### src/rtl/seg_adder_pipe.sv
// Segmented pipelined adder/subtractor: one SEG-bit segment per stage, valid/ready on both sides.
// Optional overflow/zero flags are built when SEG_ADDER_PIPE_FLAGS_EN is defined.
module seg_adder_pipe #(
   parameter int unsigned WIDTH = 32,
   parameter int unsigned SEG   = 8
) (
   input  logic             clk,
   input  logic             rst,
   input  logic             in_valid,
   output logic             in_ready,
   input  logic [WIDTH-1:0] in1,
   input  logic [WIDTH-1:0] in2,
   input  logic             cin,
   input  logic             sub,
   output logic             out_valid,
   input  logic             out_ready,
   output logic [WIDTH-1:0] sum,
   output logic             carry_out,
   output logic             overflow,
   output logic             zero
);

   localparam int unsigned STAGES = WIDTH / SEG;

   logic             adv;
   logic [WIDTH-1:0] b_eff;
   logic             c0;

   assign adv      = !out_valid || out_ready;
   assign in_ready = adv;
   assign b_eff    = sub ? ~in2 : in2;
   assign c0       = sub ? ~cin : cin;

   genvar k;
   for (k = 0; k < STAGES; k++) begin : g_stage
      logic [SEG-1:0]         a_seg;
      logic [SEG-1:0]         b_seg;
      logic                   c_in;
      logic                   v_in;
      logic [SEG:0]           seg_add;
      logic [(k+1)*SEG-1:0]   acc_d;
      logic [(k+1)*SEG-1:0]   acc_q;
      logic                   carry_q;
      logic                   valid_q;

      if (k == 0) begin : g_first
         assign a_seg = in1[SEG-1:0];
         assign b_seg = b_eff[SEG-1:0];
         assign c_in  = c0;
         assign v_in  = in_valid;
         assign acc_d = seg_add[SEG-1:0];
      end else begin : g_next
         assign a_seg = g_stage[k-1].g_up.a_up_q[SEG-1:0];
         assign b_seg = g_stage[k-1].g_up.b_up_q[SEG-1:0];
         assign c_in  = g_stage[k-1].carry_q;
         assign v_in  = g_stage[k-1].valid_q;
         assign acc_d = {seg_add[SEG-1:0], g_stage[k-1].acc_q};
      end

      assign seg_add = {1'b0, a_seg} + {1'b0, b_seg} + {{SEG{1'b0}}, c_in};

      // Data registers load only with a valid beat so the last result stays visible.
      always_ff @(posedge clk) begin
         if (rst) begin
            valid_q <= 1'b0;
            carry_q <= 1'b0;
            acc_q   <= '0;
         end else if (adv) begin
            valid_q <= v_in;
            if (v_in) begin
               carry_q <= seg_add[SEG];
               acc_q   <= acc_d;
            end
         end
      end

      if (k < STAGES - 1) begin : g_up
         localparam int unsigned UpW = (STAGES - k - 1) * SEG;
         logic [UpW-1:0] a_up_d;
         logic [UpW-1:0] b_up_d;
         logic [UpW-1:0] a_up_q;
         logic [UpW-1:0] b_up_q;

         if (k == 0) begin : g_src_in
            assign a_up_d = in1[WIDTH-1:SEG];
            assign b_up_d = b_eff[WIDTH-1:SEG];
         end else begin : g_src_prev
            assign a_up_d = g_stage[k-1].g_up.a_up_q[UpW+SEG-1:SEG];
            assign b_up_d = g_stage[k-1].g_up.b_up_q[UpW+SEG-1:SEG];
         end

         always_ff @(posedge clk) begin
            if (rst) begin
               a_up_q <= '0;
               b_up_q <= '0;
            end else if (adv && v_in) begin
               a_up_q <= a_up_d;
               b_up_q <= b_up_d;
            end
         end
      end
   end

   assign sum       = g_stage[STAGES-1].acc_q;
   assign carry_out = g_stage[STAGES-1].carry_q;
   assign out_valid = g_stage[STAGES-1].valid_q;

`ifdef SEG_ADDER_PIPE_FLAGS_EN
   logic overflow_q;
   logic zero_q;
   logic a_msb;
   logic b_msb;

   assign a_msb = g_stage[STAGES-1].a_seg[SEG-1];
   assign b_msb = g_stage[STAGES-1].b_seg[SEG-1];

   always_ff @(posedge clk) begin
      if (rst) begin
         overflow_q <= 1'b0;
         zero_q     <= 1'b0;
      end else if (adv && g_stage[STAGES-1].v_in) begin
         overflow_q <= (a_msb == b_msb) && (g_stage[STAGES-1].seg_add[SEG-1] != a_msb);
         zero_q     <= (g_stage[STAGES-1].acc_d == '0);
      end
   end

   assign overflow = overflow_q;
   assign zero     = zero_q;
`else
   assign overflow = 1'b0;
   assign zero     = 1'b0;
`endif

endmodule

### config.mk
export PLATFORM = sky130hd
export DESIGN_NAME = seg_adder_pipe
export DESIGN_NICKNAME = d
export VERILOG_FILES = /design/src/rtl/seg_adder_pipe.sv
export SDC_FILE = /design/constraint.sdc
export NUM_CORES = 1
export LEC_CHECK = 0
export CAP_MARGIN = 25
export CORE_ASPECT_RATIO = 1.1
export CORE_UTILIZATION = 25
export CTS_CLUSTER_DIAMETER = 30
export DETAILED_ROUTE_END_ITERATION = 12
export GPL_ROUTABILITY_DRIVEN = 0
export PLACE_DENSITY = 0.45
export RECOVER_POWER = 25
export REMOVE_ABC_BUFFERS = 1
export SLEW_MARGIN = 15
export SYNTH_ARGS = -nofsm -noshare
export SYNTH_HDL_FRONTEND = slang
export SYNTH_SLANG_ARGS = --single-unit
### constraint.sdc
create_clock -name clk -period 3.1 [get_ports clk]
set_input_delay 0.62 -clock clk [delete_from_list [all_inputs] [get_ports clk]]
set_output_delay 0.62 -clock clk [all_outputs]
set_load 0.03 [all_outputs]
==> impl_metrics.yaml, run 1 <==
sta:
  finalCriticalPeriod_ns: 2.64
  fmax_mhz: 379
  slew_headroom_pct: 11.1
  rsz0062_at_grt: "false"
  setup_viol: 0
  timing.hold.ws_ns: 0.443
  fin_skew_ns: 0.00909
  fin_crit_sh_pct: 85.2
  hold_viol: 0
  finalSetupTns_ns: 0
  final-max-slew-violation-count: 0
  tightest_slew_ns: 1.33
global_route:
  track_usage_pct: 13.6
  antenna_found_initial: 0
  overflow: 0
  grt_pass1_vias: 6908
  grt_pass1_wl_mm: 36.5
  grt_max_degree: 114
placement:
  port_buffers: 104
  dp.cells: 1472
  detailed_place_hpwl_mm: 15.0
final_layout:
  nFillCells: 3472
  fin_nets: 1171
  finalNonFillerCells: 1504
  drive_above_1_share_pct: 6.31
  area_delta_synth_final_pct: 25.3
  antenna_cells: 0
die:
  coreArea_mm2: 0.0323
  io-pin-count: 107
  start_util_pct: 25.4
  dieArea_mm2: 0.0336
  die_x_um: 175
  rows: 69
  die_height_um: 192
setup_path:
  worstPathMaxFanout: 65
  end_kind: "register"
  crit_type: "primary input to register"
  critPathLaunch: "out_ready"
  r2r-start: "g_stage[2].carry_q"
  r2r_slack_ns: 0.73
  worstSetupStartpointType: "primary input"
  critPathRequiredTime_ns: 3.47
  crit_arrival_ns: 3.01
logic_synthesis:
  synthFlopType: "dfxtp_1"
  avgSynthCellArea_um2: 8.33
  ys_seq_area_share_pct: 44.9
  yosysWarnings: 0
  synthMuxAreaShare_pct: 0
  synth_cells: 985
  synth_top_family_by_area: "compound AO/OA/AOI/OAI gates"
  synth_seq_cells: 184
  synthesis.area_mm2: 0.00821
  synth_edf_count: 0
  synth_xor_xnor_area_share_pct: 3.95
  synthDistinctLibCells: 48
  synth-compound-area-share_pct: 20.8
  synthAdderAreaFrac_pct: 6.22
  async_flop_share_pct: 0
  synth-simple-area-share_pct: 19.6
cts:
  cts.clk_slew.worst_paths_ns: 0.07
  cts_inserted_buffers: 17
  cts_root_buf: "clkbuf_16"
  cts_hold_buffers: 0
  ctsLongestPathBuffers: 2
  clock-sinks: 184
  cts_tree: "done"
  clk_latency_ns: 0.43
  ctsResizeCount: 0
  htreeDepth: 4
  cts_setup_buffers: 0
routing:
  vias: 6939
  drt_iter0_markers: 323
  wl_met1_mm: 11.1
  firstDrtPassIters: 4
  dr_wl_met2_mm: 9.86
  wl_mm: 21.8
  vias_per_cell: 4.61
  drc: 0
  top_layer_used: "met4"
  dr_wl_met3_um: 686
  antenna_left: 0
  wl_per_cell_um: 14.5
power_and_ir_drop:
  leakagePower_uw: 0.00363
  power_uw: 5400
  p_per_area_mw_per_mm2: 526
  ir_worst_vdd_v: 0.000339
run:
  drv_cap: 0
status:
  status: "complete, no violations"
hold_path:
  min_from: "g_stage[2].acc_q[6]"
  hold_path_class: "register to register"
final cells by class:
cell class	instances	area (um2)	area share [%]
multi-input combinational	724	4150	40.4
timing repair buffer	126	1230	12.0
tap	426	533	5.19
inverter	12	45.0	0.438
clock buffer	20	467	4.54
clock inverter	12	165	1.61
sequential	184	3680	35.8
where the power goes:
group          switching, uW  internal [uW]  total [uW]
sequential              48.1           2450        2500
clock                    972           1340        2320
combinational            330            259         589
total                   1350           4050        5400
through the flow:
stage | instance area [um2] | utilization, % | setup slack [ns]
2_1_floorplan | 7880 | - | 0.312
3_3_place_gp | 9690 | 30.0 | 0.350
3_5_place_dp | 9690 | 30.0 | 0.320
4_1_cts | 10300 | 32.0 | 0.719
5_1_grt | 10300 | 31.8 | 0.319
6_report | 10300 | 31.8 | 0.460
placed cells by master, fill, tap and decap left out, types with 4 or more instances in the layout:
cell	instances
a211o_1	14
a211oi_1	29
a211oi_2	7
a21boi_0	4
a21o_1	7
a21oi_1	145
a31oi_1	8
buf_12	4
buf_4	14
clkbuf_1	4
clkbuf_16	17
clkdlybuf4s50_1	101
clkinv_4	4
dfxtp_1	184
fa_1	8
ha_1	28
inv_1	11
nand2_1	272
nand2b_1	8
nand3_1	8
nand3b_1	7
nand4_1	7
nor2_1	41
nor2_4	4
nor3_1	14
nor4_1	11
o211ai_1	9
o21ai_0	9
o21ai_1	8
o21bai_1	10
xnor2_1	28
xor2_1	9
worst max-delay path, cell delays in order:
cell and delay (ns):
clkdlybuf4s50_1 0.50, nor2b_1 0.10, buf_12 0.17, nor2_4 0.09, clkbuf_2 0.93, nand2_1 0.31
a21oi_1 0.19
sequential cells by signal, summed over array words and instances (netlist names):
| signal | cells |
|---|---|
| g_stage.acc_q | 48 |
| g_stage.g_up.a_up_q | 48 |
| sum | 32 |
| g_stage.g_up.b_up_q | 48 |
| out_valid | 1 |
| g_stage.valid_q | 3 |
| carry_out | 1 |
| g_stage.carry_q | 3 |
cells by family (layout without fill, tap and decap cells):
family	Yosys count	in the layout
XOR/XNOR	37	37
buffers and inverters	78	170
adder cells (fa/ha/maj)	36	36
other	1	2
AO/OA/AOI/OAI	269	269
flip-flops	184	184
AND/OR/NAND/NOR	380	380
cell usage after synthesis (10+ instances only):
cell type / instances / area share (%)
dfxtp_1: 184 / 45
inv_1: 10 / 0.46
nor4_1: 11 / 0.84
buf_2: 47 / 2.9
ha_1: 28 / 4.3
clkbuf_1: 11 / 0.50
nand2_1: 272 / 12
a211oi_1: 29 / 2.7
a21oi_1: 145 / 8.8
nor2_1: 42 / 1.9
nor3_1: 14 / 0.85
xnor2_1: 28 / 3.0
o21bai_1: 10 / 0.91
a211o_1: 14 / 1.5
layer usage:
layer / global-route usage [%] / vias up
met5: 0 / -
met4: 3.55 / 0
met1: 18.1 / 3259
li1: - / 3557
met3: 2.57 / 15
met2: 22.5 / 108
path summary, 6_finish.rpt:
kind              depth (start not counted)                          to
hold reg to reg                           2                      sum[6]
setup / recovery                          7  g_stage[0].g_up.a_up_q[21]
setup reg to reg                          6                   carry_out
hold / removal                            2                      sum[6]
No activity file was read; power rests on OpenSTA's default activity.
==> run 2, diff against run 1 <==
--- a/config.mk
+++ b/config.mk
@@ -5,6 +5,7 @@
 export SDC_FILE = /design/constraint.sdc
 export NUM_CORES = 1
 export LEC_CHECK = 0
+export ABC_CLOCK_PERIOD_IN_PS = 3100
 export CAP_MARGIN = 25
 export CORE_ASPECT_RATIO = 1.1
 export CORE_UTILIZATION = 25
==> results of run 2 <==
The final DEF is identical to that of run 1; final timing and power are the same.
